## config.mk

```make
export PLATFORM = sky130hd
export DESIGN_NAME = svga_timing_gen
export DESIGN_NICKNAME = d
export VERILOG_FILES = /design/src/rtl/svga_timing_gen.sv
export SDC_FILE = /design/constraint.sdc
export NUM_CORES = 1
export LEC_CHECK = 0
export BUFFER_PORTS_ARGS = -buffer_cell sky130_fd_sc_hd__buf_2
export CAP_MARGIN = 30
export CORE_ASPECT_RATIO = 1.2
export CORE_MARGIN = 3
export CORE_UTILIZATION = 55
export DETAILED_ROUTE_END_ITERATION = 6
export GPL_ROUTABILITY_DRIVEN = 0
export GPL_TIMING_DRIVEN = 0
export HOLD_SLACK_MARGIN = 0.05
export MAX_ROUTING_LAYER = met4
export PLACE_DENSITY = 0.77
export SLEW_MARGIN = 20
export SYNTH_ARGS = -nofsm -noshare
export SYNTH_HDL_FRONTEND = slang
export SYNTH_SLANG_ARGS = --single-unit
export TNS_END_PERCENT = 5
```

## constraint.sdc

```tcl
create_clock -name clk -period 3.35 [get_ports clk]
set_input_delay 0.5025 -clock clk [delete_from_list [all_inputs] [get_ports clk]]
set_output_delay 0.5025 -clock clk [all_outputs]
set_load 0.005 [all_outputs]
```

## src/rtl/svga_timing_gen.sv

```systemverilog
// Free-running raster timing generator: pixel/line counters plus registered
// sync, blanking, data-enable and end-of-line/end-of-frame strobes.
module svga_timing_gen #(
  parameter int unsigned H_VISIBLE  = 800,
  parameter int unsigned H_FRONT    = 40,
  parameter int unsigned H_SYNC     = 128,
  parameter int unsigned H_BACK     = 88,
  parameter int unsigned V_VISIBLE  = 600,
  parameter int unsigned V_FRONT    = 1,
  parameter int unsigned V_SYNC     = 4,
  parameter int unsigned V_BACK     = 23,
  parameter int unsigned H_SYNC_POL = 1,
  parameter int unsigned V_SYNC_POL = 1,
  localparam int unsigned H_TOTAL   = H_VISIBLE + H_FRONT + H_SYNC + H_BACK,
  localparam int unsigned V_TOTAL   = V_VISIBLE + V_FRONT + V_SYNC + V_BACK,
  localparam int unsigned HW        = $clog2(H_TOTAL),
  localparam int unsigned VW        = $clog2(V_TOTAL)
) (
  input  logic          clk,
  input  logic          reset_n,
  output logic [HW-1:0] hcount,
  output logic [VW-1:0] vcount,
  output logic          hsync,
  output logic          vsync,
  output logic          hblank,
  output logic          vblank,
  output logic          de,
  output logic          next_vertical,
  output logic          next_frame
);

  localparam logic [HW-1:0] H_LAST     = HW'(H_TOTAL - 1);
  localparam logic [HW-1:0] H_BLANK_AT = HW'(H_VISIBLE);
  localparam logic [HW-1:0] HS_START   = HW'(H_VISIBLE + H_FRONT);
  localparam logic [HW-1:0] HS_END     = HW'(H_VISIBLE + H_FRONT + H_SYNC);
  localparam logic [VW-1:0] V_LAST     = VW'(V_TOTAL - 1);
  localparam logic [VW-1:0] V_BLANK_AT = VW'(V_VISIBLE);
  localparam logic [VW-1:0] VS_START   = VW'(V_VISIBLE + V_FRONT);
  localparam logic [VW-1:0] VS_END     = VW'(V_VISIBLE + V_FRONT + V_SYNC);
  localparam logic          HS_ON      = 1'(H_SYNC_POL);
  localparam logic          VS_ON      = 1'(V_SYNC_POL);

  logic [HW-1:0] hcount_d, hcount_q;
  logic [VW-1:0] vcount_d, vcount_q;
  logic          hsync_d, hsync_q;
  logic          vsync_d, vsync_q;
  logic          hblank_d, hblank_q;
  logic          vblank_d, vblank_q;
  logic          de_d, de_q;
  logic          next_vertical_d, next_vertical_q;
  logic          next_frame_d, next_frame_q;

  // Advance the position, then decode status for the position being loaded
  // so every output register describes the same pixel as the counters.
  always_comb begin
    hcount_d = hcount_q + HW'(1);
    vcount_d = vcount_q;
    if (hcount_q == H_LAST) begin
      hcount_d = '0;
      vcount_d = (vcount_q == V_LAST) ? '0 : vcount_q + VW'(1);
    end

    hblank_d        = (hcount_d >= H_BLANK_AT);
    vblank_d        = (vcount_d >= V_BLANK_AT);
    de_d            = ~hblank_d & ~vblank_d;
    hsync_d         = ((hcount_d >= HS_START) && (hcount_d < HS_END)) ? HS_ON : ~HS_ON;
    vsync_d         = ((vcount_d >= VS_START) && (vcount_d < VS_END)) ? VS_ON : ~VS_ON;
    next_vertical_d = (hcount_d == H_LAST);
    next_frame_d    = next_vertical_d && (vcount_d == V_LAST);
  end

  // Reset values equal the decode of position (0,0).
  always_ff @(posedge clk or negedge reset_n) begin
    if (!reset_n) begin
      hcount_q        <= '0;
      vcount_q        <= '0;
      hsync_q         <= ~HS_ON;
      vsync_q         <= ~VS_ON;
      hblank_q        <= 1'b0;
      vblank_q        <= 1'b0;
      de_q            <= 1'b1;
      next_vertical_q <= 1'b0;
      next_frame_q    <= 1'b0;
    end else begin
      hcount_q        <= hcount_d;
      vcount_q        <= vcount_d;
      hsync_q         <= hsync_d;
      vsync_q         <= vsync_d;
      hblank_q        <= hblank_d;
      vblank_q        <= vblank_d;
      de_q            <= de_d;
      next_vertical_q <= next_vertical_d;
      next_frame_q    <= next_frame_d;
    end
  end

  assign hcount        = hcount_q;
  assign vcount        = vcount_q;
  assign hsync         = hsync_q;
  assign vsync         = vsync_q;
  assign hblank        = hblank_q;
  assign vblank        = vblank_q;
  assign de            = de_q;
  assign next_vertical = next_vertical_q;
  assign next_frame    = next_frame_q;

endmodule

```

==> flow_summary.ini <==
[sta]
maxSlewHeadroom_pct = 58.1
rsz0062_at_grt = false
worst_slack_ns = 0.618
setup_viol = 0
fin_tns_setup_ns = 0
tightest_slew_ns = 0.629
finalHoldViolCount = 0
period_share_pct = 81.5
maxSlewViolCount = 0
fin_crit_ns = 2.73
final.setup_skew_ns = 0.00437
fmax_mhz = 366

[floorplanning]
die_h_um = 64.9
start_util_pct = 60.0
die_area_mm2 = 0.00358
core_mm2 = 0.00265
io_pins = 30
num_rows = 20
die_w_um = 55.1

[logic_synthesis]
synth_edf_count = 0
async_flop_share_pct = 100
synth_cell_type_count = 48
yosysWarnings = 0
syn-instance-count = 166
ys_seq_area_share_pct = 44.1
synth_flop_cell = dfrtp_1
syn_nets = 171
netlist_area_mm2 = 0.00159
syn_avg_cell_area_um2 = 9.59
ys_ff_latch = 28

[placement]
pre_cts_ws_ns = 0.651
dp_hpwl_um = 2610
placed_area_mm2 = 0.00178
dp_cells = 228
io_buffers = 29

[global_routing]
grtUsageTotal_pct = 23.4
gr-total-overflow = 0
grt_pass1_wl_um = 6120
antenna_found_initial = 0
grt_pass1_vias = 1360
grt_max_degree = 29

[cells_and_area]
final_util_pct = 68.4
drive_above_1_share_pct = 22.1
design_area_mm2 = 0.00181
final_cells = 232
finalNetCount = 205
fill_cells = 231
area_delta_synth_final_pct = 14.0
antenna_cells = 0

[clock_tree]
clockBufferDepth = 2
clkTransAtPathRegs_ns = 0.15
cts_buffers = 3
hold_buffers = 0
ctsResizeCount = 0
cts_root_buf = clkbuf_4
clk_latency_ns = 0.32
clock_sinks = 28
cts_tree = yes
cts_setup_buffers = 0
htree_levels = 1

[job]
cap_viol_max_count = 0

[drt]
first_iter_violations = 47
drc = 0
wire_per_inst_um = 15.2
via_count = 1422
viasPerCell = 6.13
routed_wl_um = 3520
detail-route-antenna-nets = 0
firstDrtPassIters = 4

[power_and_ir_drop]
p_leak_nw = 0.883
peakVddDrop_uv = 291
power_density_mw_per_mm2 = 280

[setup_path]
critPathLaunchType = flip-flop
r2r_setup_slack_ns = 0.62
reg2reg_depth = 7
worstPathRequired_ns = 3.58
worstReg2RegStart = hcount[0]
cp_data_arrival_time_ns = 2.96
path_class = reg -> reg
crit_fanout = 6
r2r-end = vblank
cp-end-kind = flip-flop

[worst_hold_path]
hold_path.class = in -> async

[status]
status = complete, no violations
## worst max-delay path by stage
stage,cells past startpoint,slack [ns],end,start
after floorplan,8,1.03,vblank,hcount[0]
after global placement,7,0.76,vblank,hcount[0]
after detailed placement,7,0.65,vblank,hcount[0]
after CTS,7,0.62,vblank,hcount[0]
after global routing,7,0.34,de,hcount[0]
final,7,0.62,vblank,hcount[0]
## final cells by class
cell class / count / area, µm² / share of cell area, %
inverters: 5 / 18.8 / 1.03
repair buffers: 29 / 145 / 8.00
flip-flops and latches: 28 / 702 / 38.7
clock buffers: 4 / 36.3 / 2.00
multi-input cells: 124 / 835 / 46.0
plain buffers: 9 / 36.3 / 2.00
well taps: 33 / 41.3 / 2.28
## cells in the mapped netlist, drive strengths merged, types with 2 or more instances
cell / n / share of area [%]
a22o: 2 / 1.2
and4: 4 / 2.2
nor4: 4 / 2.9
clkbuf: 7 / 1.7
xor2: 6 / 3.3
nor2: 12 / 3.0
nand2: 14 / 3.3
a31oi: 5 / 2.0
or3: 2 / 1.1
dfrtp: 27 / 42
ha: 3 / 2.4
o31ai: 3 / 1.4
xnor2: 7 / 3.9
nand3: 9 / 2.8
inv: 5 / 1.2
nor2b: 2 / 0.79
buf: 2 / 0.63
and2: 3 / 1.2
nand2b: 2 / 0.79
a21oi: 6 / 1.9
nor3: 4 / 1.3
mux2i: 2 / 1.3
o21ai: 7 / 2.2
nand4: 2 / 0.79
and3: 9 / 3.5
## state kept, by name, indices dropped and copies added, names as in the netlist
| name | count |
|---|---|
| hcount | 11 |
| vcount | 10 |
| de | 1 |
| hblank | 1 |
| hsync | 1 |
| next_frame | 1 |
| next_vertical | 1 |
| vblank | 1 |
| vsync | 1 |
## power by group
group / total (mW) / internal [mW] / switching, mW
Sequential: 0.338 / 0.338 / 0
Combinational: 0.00681 / 0.000418 / 0.00639
Clock: 0.164 / 0.0665 / 0.0971
Total: 0.509 / 0.405 / 0.103
## per-layer routing
layer	vias up	GRT usage, %	share of wire (%)
met5	-	-	0
met4	0	6.99	1.8
met3	8	2.30	5.2
met2	48	40.4	52
met1	698	28.0	41
li1	668	-	-
## critical path, stage by stage, from the launching register on
cell and delay (ns):
dfrtp_1 0.42, ha_1 0.30, nand4_1 0.23, nor4_2 0.47, nand3_1 0.19, o21ai_0 0.42, or3b_1 0.42, and3_1 0.19
## kinds of logic (layout without fill, tap and decap cells)
kind of cell               after synthesis  in the layout  synth area share (%)
and+or+nand+nor                         75             75                  28.3
AOI/OAI and AO/OA                       30             30                  12.7
DFF                                     28             28                  44.1
adders and majority gates                3              3                  2.36
buffers and inverters                   14             47                  3.46
muxes                                    3              3                  1.97
xor gates and xnor gates                13             13                  7.15
## through the flow
stage	power, mW	hold slack, ns
after floorplan	0.344	0.207
after global routing	0.529	0.197
after global placement	0.351	0.480
after detailed placement	0.352	0.495
final	0.509	0.175
after CTS	0.512	0.192
## cell usage in the layout (no fill, tap or decap), drive strengths merged, types with 2 or more instances in the layout
master and n:
buf 31, dfrtp 27, nand2 14, nor2 12, clkbuf 11, nand3 9, and3 9, xnor2 7
o21ai 7, xor2 6, a21oi 6, inv 5, a31oi 5, and4 4, nor3 4, nor4 4
and2 3, o31ai 3, ha 3, nand4 2, mux2i 2, nand2b 2, nor2b 2, or3 2
a22o 2
(Power assumes the default switching activity.)
